<file path="config.mk">
export PLATFORM = sky130hd
export DESIGN_NAME = neuron_accumulator_flat
export DESIGN_NICKNAME = d
export VERILOG_FILES = /design/src/rtl/neuron_accumulator_if.sv /design/src/rtl/neuron_accumulator.sv /design/src/flat_wrapper.sv
export SDC_FILE = /design/constraint.sdc
export NUM_CORES = 1
export LEC_CHECK = 0
export ABC_AREA = 1
export CORE_MARGIN = 3
export CORE_UTILIZATION = 45
export CTS_BUF_LIST = sky130_fd_sc_hd__clkbuf_4 sky130_fd_sc_hd__clkbuf_8 sky130_fd_sc_hd__clkbuf_16
export DETAILED_ROUTE_END_ITERATION = 16
export PLACE_DENSITY = 0.67
export SETUP_SLACK_MARGIN = 0.15
export SYNTH_ARGS = -nofsm -noshare
export SYNTH_HDL_FRONTEND = slang
export SYNTH_SLANG_ARGS = --single-unit
</file>
<file path="constraint.sdc">
create_clock -name clock -period 4.3 [get_ports clock]
set_clock_uncertainty 0.2 [all_clocks]
set_input_delay 0.43 -clock clock [delete_from_list [all_inputs] [get_ports clock]]
set_output_delay 0.43 -clock clock [all_outputs]
set_load 0.01 [all_outputs]
</file>
<file path="src/rtl/neuron_accumulator_if.sv">
// Product input stream and activation output stream of one neuron accumulator.
interface neuron_accumulator_if #(
  parameter int OUT_WIDTH = 8
);
  logic                 in_valid;
  logic                 in_ready;
  logic [15:0]          product;
  logic                 in_neg;
  logic                 out_valid;
  logic                 out_ready;
  logic [OUT_WIDTH-1:0] out_data;

  modport master (
    output in_valid, product, in_neg, out_ready,
    input  in_ready, out_valid, out_data
  );

  modport slave (
    input  in_valid, product, in_neg, out_ready,
    output in_ready, out_valid, out_data
  );
endinterface

</file>
<file path="src/rtl/neuron_accumulator.sv">
// Signed saturating accumulator of sign-magnitude weighted products plus bias,
// followed by shift, ReLU and output clamp; one activation per neuron.
module neuron_accumulator #(
  parameter int N_INPUTS  = 8,
  parameter int ACC_WIDTH = 24,
  parameter int SHIFT     = 8,
  parameter int OUT_WIDTH = 8
) (
  input  logic        clock,
  input  logic        clear,
  input  logic        start,
  input  logic [15:0] bias,
  output logic        busy,
  neuron_accumulator_if.slave io
);
  typedef enum logic [1:0] {IDLE, ACCUM, ACT, OUT} state_t;

  localparam logic [7:0]                  LAST    = 8'(N_INPUTS - 1);
  localparam logic signed [ACC_WIDTH-1:0] ACC_MAX = {1'b0, {(ACC_WIDTH-1){1'b1}}};
  localparam logic signed [ACC_WIDTH-1:0] ACC_MIN = {1'b1, {(ACC_WIDTH-1){1'b0}}};
  localparam logic [ACC_WIDTH-1:0]        OUT_MAX = {{(ACC_WIDTH-OUT_WIDTH){1'b0}}, {OUT_WIDTH{1'b1}}};

  state_t                      state, state_nxt;
  logic signed [ACC_WIDTH-1:0] acc;
  logic [7:0]                  count;
  logic [OUT_WIDTH-1:0]        out_q;
  logic                        accept;
  logic signed [ACC_WIDTH:0]   prod_ext;
  logic signed [ACC_WIDTH:0]   sum_ext;
  logic signed [ACC_WIDTH-1:0] acc_sat;
  logic [ACC_WIDTH-1:0]        shifted;
  logic [OUT_WIDTH-1:0]        act_val;

  // Handshake outputs decode directly from state.
  assign io.in_ready  = (state == ACCUM);
  assign io.out_valid = (state == OUT);
  assign io.out_data  = out_q;
  assign busy         = (state != IDLE);
  assign accept       = io.in_valid & io.in_ready;

  // One extra guard bit exposes overflow; clamp instead of wrapping.
  always_comb begin
    prod_ext = {{(ACC_WIDTH-15){1'b0}}, io.product};
    sum_ext  = io.in_neg ? ({acc[ACC_WIDTH-1], acc} - prod_ext)
                         : ({acc[ACC_WIDTH-1], acc} + prod_ext);
    acc_sat  = sum_ext[ACC_WIDTH-1:0];
    if (sum_ext[ACC_WIDTH] != sum_ext[ACC_WIDTH-1])
      acc_sat = sum_ext[ACC_WIDTH] ? ACC_MIN : ACC_MAX;
  end

  // ReLU, scale, then clamp to the unsigned output range.
  always_comb begin
    shifted = acc >>> SHIFT;
    act_val = '0;
    if (!acc[ACC_WIDTH-1])
      act_val = (shifted > OUT_MAX) ? {OUT_WIDTH{1'b1}} : shifted[OUT_WIDTH-1:0];
  end

  // State register.
  always_ff @(posedge clock) begin
    if (clear) state <= IDLE;
    else       state <= state_nxt;
  end

  // Next-state decode.
  always_comb begin
    state_nxt = state;
    unique case (state)
      IDLE:    if (start) state_nxt = ACCUM;
      ACCUM:   if (accept && count == LAST) state_nxt = ACT;
      ACT:     state_nxt = OUT;
      OUT:     if (io.out_ready) state_nxt = IDLE;
      default: state_nxt = IDLE;
    endcase
  end

  // Datapath: load bias, accumulate accepted products, capture activation.
  always_ff @(posedge clock) begin
    if (clear) begin
      acc   <= '0;
      count <= '0;
      out_q <= '0;
    end else begin
      unique case (state)
        IDLE: if (start) begin
          acc   <= $signed({{(ACC_WIDTH-16){1'b0}}, bias});
          count <= '0;
        end
        ACCUM: if (accept) begin
          acc   <= acc_sat;
          count <= count + 8'd1;
        end
        ACT:     out_q <= act_val;
        default: ;
      endcase
    end
  end
endmodule
</file>
<file path="src/flat_wrapper.sv">
// flat-port wrapper written by rule: the top's interface ports become plain ports
module neuron_accumulator_flat 
#(
  parameter int N_INPUTS  = 8,
  parameter int ACC_WIDTH = 24,
  parameter int SHIFT     = 8,
  parameter int OUT_WIDTH = 8
)
  (clock, clear, start, bias, busy, io_in_valid, io_product, io_in_neg, io_out_ready, io_in_ready, io_out_valid, io_out_data);
  neuron_accumulator_if #(.OUT_WIDTH(OUT_WIDTH)) io_i ();
  input  logic clock;
  input  logic clear;
  input  logic start;
  input  logic [15:0] bias;
  output logic busy;
  input wire logic [$bits(io_i.in_valid)-1:0] io_in_valid;
  input wire logic [$bits(io_i.product)-1:0] io_product;
  input wire logic [$bits(io_i.in_neg)-1:0] io_in_neg;
  input wire logic [$bits(io_i.out_ready)-1:0] io_out_ready;
  output wire logic [$bits(io_i.in_ready)-1:0] io_in_ready;
  output wire logic [$bits(io_i.out_valid)-1:0] io_out_valid;
  output wire logic [$bits(io_i.out_data)-1:0] io_out_data;
  assign io_i.in_valid = io_in_valid;
  assign io_i.product = io_product;
  assign io_i.in_neg = io_in_neg;
  assign io_i.out_ready = io_out_ready;
  assign io_in_ready = io_i.in_ready;
  assign io_out_valid = io_i.out_valid;
  assign io_out_data = io_i.out_data;
  neuron_accumulator #(.N_INPUTS(N_INPUTS), .ACC_WIDTH(ACC_WIDTH), .SHIFT(SHIFT), .OUT_WIDTH(OUT_WIDTH)) u_core (.clock(clock), .clear(clear), .start(start), .bias(bias), .busy(busy), .io(io_i));
endmodule
</file>
# [Word level (Yosys, flattened, before mapping)]
# Index checks and enable logic that the tools add are counted.
[word_totals] rom_bits=0 regBits=42 wordCells=39 latch_bits=0 ramBits=0 input_bits=38 output_inout_bits=11 mem_count=0
[classes] addsub=3 div_mod_pow=0 n_mul=0 bitwise=1 magnitude_cmp=1 reduce_logical=6 eq_ne=9 mux=15 shifts=0
[op_table] op="2-to-1 mux 24 bit" count=4
[op_table] op="one-hot mux 24 bit (2 select lines)" count=1
[op_table] op="2-to-1 mux 8 bit" count=4
[op_table] op="adder 24 x 17 -> 25 bit" count=1
[op_table] op="2-to-1 mux 25 bit" count=1
[op_table] op="subtractor 24 x 17 -> 25 bit" count=1
[op_table] op="greater-than comparator 24 x 8 -> 1 bit, second input constant" count=1
[op_table] op="one-hot mux 8 bit (2 select lines)" count=1
[op_table] op="adder 8 x 1 -> 8 bit, second input constant" count=1
[op_table] op="equality test 8 x 3 -> 1 bit, second input constant" count=1
[op_table] op="inequality test 2 bit, second input constant" count=4
[op_table] op="one-hot mux 2 bit (4 select lines)" count=1
[op_table] op="2-to-1 mux 2 bit" count=3
[op_table] op="AND reduction 3 bit" count=2
[op_table] op="equality test 2 bit, second input constant" count=2
[op_table] op="nonzero test 2 bit" count=2
[op_table] op="equality test 2 x 1 -> 1 bit, second input constant" count=1
[op_table] op="zero test 2 bit" count=1
[op_table] op="AND 1 bit" count=1
[op_table] op="logical AND 1 bit" count=1
[op_table] op="inequality test 1 bit" count=1

# [Logic depth before layout (Yosys ltp)]
# Gate-level depths: netlist of the first run.
[depth] word_depth=6 mapped_depth=25 depth_no_buf=24

# [Worst setup path after synthesis of the first run]
# Ideal clock, no wire load.
[synth_path] path_type="input-to-reg" startpoint="input io_product[3]" endpoint="register u_core.acc[10]" path_slack_ps=892 t_arrival_ps=3071 setup_time_ps=138 path_stages=24 n_path_buf=1 required_ps=3962 cell_sequence="nor2_2 -> nand4_1 -> nor3_1 -> nand3_1 -> nor3_1 -> nand2_1 -> nand2_1 -> xnor2_1 -> inv_1 -> ha_1 -> nand2_1 -> inv_2 -> nand2_1 -> and2_1 -> nand2_1 -> nand2_1 -> nand3b_2 -> nand2_1 -> nand2_2 -> a21oi_4 -> buf_6 -> nand2_2 -> nand2_1 -> a21oi_2"
[synth_between] elab_chain_cells=6 elab_cells_between_ends=8 classes_between="add/sub: 2; eq/ne: 1; mux: 5"
[synth_rtl] element="from (decl)" line_no="flat_wrapper.sv:17" source="input wire logic [$bits(io_i.product)-1:0] io_product;"
[synth_rtl] element="adder 24 x 17 -> 25 bit / subtractor 24 x 17 -> 25 bit (equally long branches)" line_no="neuron_accumulator.sv:45, neuron_accumulator.sv:44"
[synth_rtl] element="2-to-1 mux 25 bit (*)" line_no="neuron_accumulator.sv:44" source="sum_ext = io.in_neg ? ({acc[ACC_WIDTH-1], acc} - prod_ext)"
[synth_rtl] element="2-to-1 mux 24 bit / inequality test 1 bit (equally long branches)" line_no="neuron_accumulator.sv:48, neuron_accumulator.sv:47"
[synth_rtl] element="2-to-1 mux 24 bit (*)" line_no="neuron_accumulator.sv:47" source="if (sum_ext[ACC_WIDTH] != sum_ext[ACC_WIDTH-1])"
[synth_rtl] element="2-to-1 mux 24 bit (*)" line_no="neuron_accumulator.sv:89" source="ACCUM: if (accept) begin"
[synth_rtl] element="one-hot mux 24 bit (2 select lines) (*)" line_no="neuron_accumulator.sv:84" source="unique case (state)"
[synth_rtl] element="to (signal assigned)" line_no="neuron_accumulator.sv:86" source="acc <= $signed({{(ACC_WIDTH-16){1'b0}}, bias});"
[synth_rtl] element="to (signal assigned)" line_no="neuron_accumulator.sv:90" source="acc <= acc_sat;"
[synth_rtl] element="to (decl)" line_no="neuron_accumulator.sv:24" source="logic signed [ACC_WIDTH-1:0] acc;"
# Every way passes the cells marked *; elsewhere a longest branch is shown, timed or not. The select of a mux whose other input is x is not followed.
# A chain may end at the register's enable or synchronous reset.

# [Final worst setup path of the first run]
[layout_path] startpoint="input io_product[3]" endpoint="register u_core.acc[11]"
# The elaborated chain is that of the path after synthesis.

==> results.md, run 1 <==
* Total negative setup slack at 0 ps
* PortBufs at 48
* Mapped Cells at 655
* Tightest Pin Transition at about 540 ps
* Hold buffers post-CTS at 0
* Via count at 4,163
* Post-synth EDFFs at 0
* Crit share post-route at about 90%
* Initial Util at a little under half
* Initial DRT Pass Iterations at 5
* Io pins at 49
* Syn Std Cell Area at ~0.0041 sq mm
* Overflow after GRT at 0
* Placed wire-length estimate at 9210 microns
* Nets@finish at roughly 780
* CTS Sinks at 42
* Area fraction of the dominant cell type after synthesis at approximately a fifth
* CTS clock-pin slew for the worst setup and hold paths at approximately 80 ps
* Top delay family on crit path: simple AND/OR/NAND/NOR gates
* Syn Nets at around 730
* Root Driver: clkbuf_8
* Final ANT Viol Nets at 0
* Most used DFF post-synth: dfxtp_1
* Layout area overhead at 17.8%
* Peak supply drop at 0.252 mV
* Total core area at roughly 0.0088 sq mm
* Synth top area cells: dfxtp_1, nand2_1, ha_1, inv_1, nor2_1
* CP max stage delay at ~450 ps
* Die width at around 100 microns
* Syn avg cell area at approximately 6.3 sq um
* Arrival time at the worst endpoint at 3800 ps
* Slew HR at 64.1%
* WS Path Type: in2reg
* GRT Resource Usage Total at 21.6%
* Leakage power at 2.25 nW
* Largest net degree at the start of global routing at 33
* PwrDens at 476 mW/mm^2
* Min Hold Slack at around 270 ps
* Max Slew Vio Count at 0
* Required @ worst endpoint at 4260 ps
* Most common cell in the synthesized netlist: nand2_1
* CTS tree: done
* Worst hold path class: reg2reg
* First-pass GRT wire length at between 15,000 and 20,000 microns
* Cell mode on critical path: nand2_1
* CP Capture Type: flop
* Buf/Inv on CP at 4
* Yosys warns at 0
* Max Root-Sink Buffers at 2
* Worst-Skew Late Latency at 290 ps
* H-tree depth at 2
* Die area at a little over 0.01 sq mm
* CP max FO at 7
* Startpoint type of the worst setup path: input port
* Post-synthesis sequential element count at 42
* Tmin final at 3840 ps
* DRC violations left at 0
* MaxCap Viol Count at 0
* Max Clock Freq at roughly 0.26 GHz
* Register area share after synthesis at between 20% and 30%
* RSZ-0062 raised after global routing: no
* CTS Buf Count at 5
* Vias in the first global route at ~3,900
* Die H at 101 microns
* Crit-path slowest cell: clkdlybuf4s50_1
* Final hold vios at 0
* Initial antenna violation count at 0
* Post-synth ARST share at 0%
* Synth area leader: dfxtp_1
* RD Place Congestion at 0.945
* Routed vias/inst at about 5
* ANT cells at 0
* Setup violations, final at 0
* Fraction of final layout cells sized beyond drive strength 1 at a little under an eighth
* FP Rows at 34
* Status: finished, final reports clean
* 1st-iter DRT viols at roughly 230
* Final WL at roughly 11,000 microns
* Post-synth cell types at 43
* Routed wire per std cell at around 14 microns
* Synth cell count leaders: nand2_1, inv_1, nor2_1, a21oi_1, dfxtp_1
## layout make-up
cell class / count / area, sq um
clock buffer: 5 / 68.8
sequential: 42 / 841
multi-input combinational: 523 / 2920
tap: 108 / 135
fill: 877 / 3970
timing repair buffer: 56 / 541
inverter: 77 / 289
clock inverter: 3 / 40.0
## cell families (layout without fill, tap and decap cells)
kind of cell	after synthesis	in the layout	share of synthesized area (%)
and+or+nand+nor	351	351	38.2
AOI/OAI and AO/OA	107	107	15.6
buffers and inverters	90	141	8.76
DFF	42	42	20.5
xor gates and xnor gates	33	33	7.05
adders and majority gates	32	32	9.95
## metrics by stage
stage	util [%]	worst slack [ps]	total power, mW	instances	cell area (sq um)
after global placement	53.5	53.0	1.96	806	4710
final	54.9	457	2.30	814	4830
after floorplan	-	892	1.59	655	4100
after global routing	54.9	137	2.50	814	4830
after detailed placement	53.5	14.3	1.98	806	4710
after CTS	54.7	321	2.30	814	4820
## path summary, 6_finish.rpt
check | from | endpoint | slack, ps | depth (start not counted)
hold reg to reg | u_core.io.out_data[2]$_SDFFE_PP0P_ | u_core.io.out_data[2]$_SDFFE_PP0P_ | 270 | 2
setup / recovery | io_product[3] | u_core.acc[11]$_SDFFE_PP0P_ | 460 | 25
hold / removal | u_core.io.out_data[2]$_SDFFE_PP0P_ | u_core.io.out_data[2]$_SDFFE_PP0P_ | 270 | 2
setup reg to reg | u_core.state[1]$_SDFFE_PP0P_ | u_core.count[6]$_SDFFE_PP0P_ | 1140 | 11
## worst reg2reg max path, delay by kind of cell, from the launching register on
kind / cells / cell delay, ps
buffers and inverters: 3 / 730
adders and majority gates: 1 / 490
and+or+nand+nor: 7 / 1310
DFF: 1 / 340
## layer usage
metal,part of all wire [%],track usage (%),vias to the layer above
met5,0,0,-
met4,3.3,8.38,0
met3,5.3,2.20,25
met2,45,35.2,121
met1,47,29.3,1821
li1,-,-,2196
## flip-flops by register name (all words and copies together) (netlist names)
| signal | cells |
|---|---|
| u_core.state | 2 |
| u_core.acc | 24 |
| u_core.count | 8 |
| u_core.io.out_data | 8 |
## timing repair
action | 4_1_cts | 5_1_grt
setup buffers | 0 | 0
endpoints found under the setup margin | 0 | 23
gates resized for setup | 0 | 5
## cells in the final DEF, fill, tap and decap left out, drive strengths merged
cell	Yosys	routed
or2	4	4
o21bai	8	8
o211a	1	1
xor2	20	20
clkdlybuf4s50	0	48
nor3b	3	3
o31ai	1	1
a21o	1	1
o41ai	1	1
buf	5	8
fa	1	1
nor2	81	81
a21oi	61	61
clkbuf	8	5
a21boi	1	1
inv	76	76
nor4	2	2
nand2	213	213
xnor2	13	13
bufinv	0	1
nor3	10	10
a31oi	3	3
nand3b	2	2
ha	31	31
dfxtp	42	42
o21ai	30	30
clkinv	1	3
nand4	8	8
and2	3	3
nand3	25	25
## where the power goes
part	switching (mW)	internal [mW]	total, mW
registers	0.0988	0.484	0.583
logic	0.881	0.528	1.41
clock network	0.137	0.171	0.308
total	1.12	1.18	2.30
Note: power is estimated with default switching activity, not from simulation.
==> run 2, diff against run 1 <==
RECOVER_POWER = 100   (was default)
SKIP_CTS_REPAIR_TIMING = 1   (was default)
==> results.md, run 2 (synthesis results as in run 1) <==
* CP max FO at 6
* Worst hold path class: reg2reg
* WS Path Type: in2reg
* Arrival time at the worst endpoint at around 3900 ps
* CTS Sinks at 42
* Die width at 101 microns
* Max Root-Sink Buffers at 2
* Placed cell area at 0.00471 sq mm
* Initial Util at ~47%
* Crit share post-route at between 90% and 100%
* Leakage power at 2.28 nW
* CP Capture Type: flop
* Fraction of final layout cells sized beyond drive strength 1 at between 10% and 20%
* Most flops, register: u_core.acc
* Root Driver: clkbuf_8
* 1st-iter DRT viols at around 210
* Max reg flops at 24
* Final ANT Viol Nets at 0
* FF-to-FF path depth at 11
* Filler cell count at roughly 900
* GRT Resource Usage Total at around 22%
* Placed wire-length estimate at approximately 9000 microns
* CTS Buf Count at 5
* Max Clock Freq at around 0.25 GHz
* Final WL at 11,200 microns
* Core Util, Final at 54.6%
* H-tree depth at 2
* Peak supply drop at ~0.25 mV
* First-pass GRT wire length at around 18,000 microns
* Tmin final at ~3900 ps
* Nets@finish at ~780
* MaxCap Viol Count at 0
* Vias in the first global route at 3,942
* FP Rows at 34
* DRC violations left at 0
* Die area at around 0.010 sq mm
* Io pins at between 40 and 50
* Via count at 4,185
* Layout area overhead at 17.3%
* CTS tree: done
* PwrDens at approximately 470 mW/mm^2
* Slew HR at about three fifths
* Status: finished, final reports clean
* Overflow after GRT at 0
* Hold EP: u_core.io.out_data[2]$_SDFFE_PP0P_
* Min Hold Slack at 268 ps
* ANT cells at 0
* Max Slew Vio Count at 0
* Final Cell Area at 0.00481 sq mm
* Routed vias/inst at 5.14
* R2r setup slk at roughly 660 ps
* Most common cell after layout, fill and taps aside: nand2_1
* CTS clock-pin slew for the worst setup and hold paths at ~80 ps
* Worst hold stages at 2
* Required @ worst endpoint at between 4000 and 5000 ps
* Hold path start: u_core.io.out_data[2]$_SDFFE_PP0P_
* Reg-to-reg startpoint: u_core.state[1]$_SDFFE_PP0P_
* RD Place Congestion at between 0.9 and 1
* Startpoint type of the worst setup path: input port
* Final hold vios at 0
* RSZ-0062 raised after global routing: no
* Most frequent cells in the layout: nand2_1, inv_1, nor2_1
* Total power at approximately 2.3 mW
* Worst-Skew Late Latency at around 290 ps
* Reg2Reg Capture Point: u_core.count[6]$_SDFFE_PP0P_
* Total negative setup slack at 0 ps
* Initial DRT Pass Iterations at 4
* Setup violations, final at 0
* Initial antenna violation count at 0
* PortBufs at 48
* Tightest Pin Transition at 587 ps
* Routed wire per std cell at ~14 microns
* Die H at a little over 100 microns
* Largest net degree at the start of global routing at 33
* Total core area at approximately 0.009 sq mm
run 2: cell count changes in the layout (fill, tap and decap cells not counted), sizes merged:
cell | previous run | this run
clkdlybuf4s50 | 48 | 37
dlygate4sd3 | 0 | 11
clkbuf | 5 | 6
buf | 8 | 7
run 2: cell type report:
cell class | count | area, sq um | area share [%]
multi-input combinational | 523 | 2900 | 60.3
sequential | 42 | 841 | 17.5
timing repair buffer | 56 | 537 | 11.2
inverter | 77 | 289 | 6.01
tap | 108 | 135 | 2.81
clock buffer | 5 | 68.8 | 1.43
clock inverter | 3 | 40.0 | 0.832
run 2: power breakdown:
| part | total (mW) | switching [mW] | internal [mW] | leakage (nW) |
|---|---|---|---|---|
| registers | 0.582 | 0.0980 | 0.484 | 0.342 |
| logic | 1.39 | 0.875 | 0.514 | 1.88 |
| clock network | 0.308 | 0.137 | 0.171 | 0.0579 |
run 2: worst max path at each step:
| stage | start | endpoint | slack (ps) | depth (start not counted) |
|---|---|---|---|---|
| floorplan | io_product[3] | u_core.acc[10]$_SDFFE_PP0P_ | 890 | 24 |
| global placement | io_product[3] | u_core.acc[13]$_SDFFE_PP0P_ | 50 | 22 |
| detailed placement | io_product[3] | u_core.acc[14]$_SDFFE_PP0P_ | 10 | 22 |
| CTS | io_product[3] | u_core.acc[11]$_SDFFE_PP0P_ | 320 | 22 |
| global route | io_product[3] | u_core.acc[1]$_SDFFE_PP0P_ | 80 | 24 |
| finish | io_product[3] | u_core.acc[1]$_SDFFE_PP0P_ | 360 | 24 |
run 2: critical path, stage by stage:
cell and delay [ps]:
clkdlybuf4s50_1 450, nor2_2 150, nand4_1 140, nor3_2 180, nand3_1 150, nor3_2 170, nand2_1 180, nand2_1 120
xnor2_1 120, inv_1 60, ha_1 330, nand2_1 160, inv_2 50, nand2_1 50, and2_1 130, nand2_1 100
nand2_1 80, nand3b_2 80, nand2_1 90, nand2_2 90, nand2_2 120, inv_1 90, o21ai_0 270, a21oi_1 100
run 2: per-layer routing:
metal | vias up | GRT usage, % | share of wire, %
met5 | - | 0 | 0
met2 | 122 | 35.2 | 45
li1 | 2197 | - | -
met3 | 25 | 2.20 | 4.8
met1 | 1841 | 29.3 | 47
met4 | 0 | 8.38 | 3.3
run 2: per-stage QoR:
step | setup WS [ps] | std cells
after floorplan | 892 | 655
after global placement | 53.0 | 806
after detailed placement | 14.3 | 806
after CTS | 321 | 814
after global routing | 80.1 | 814
final | 356 | 814
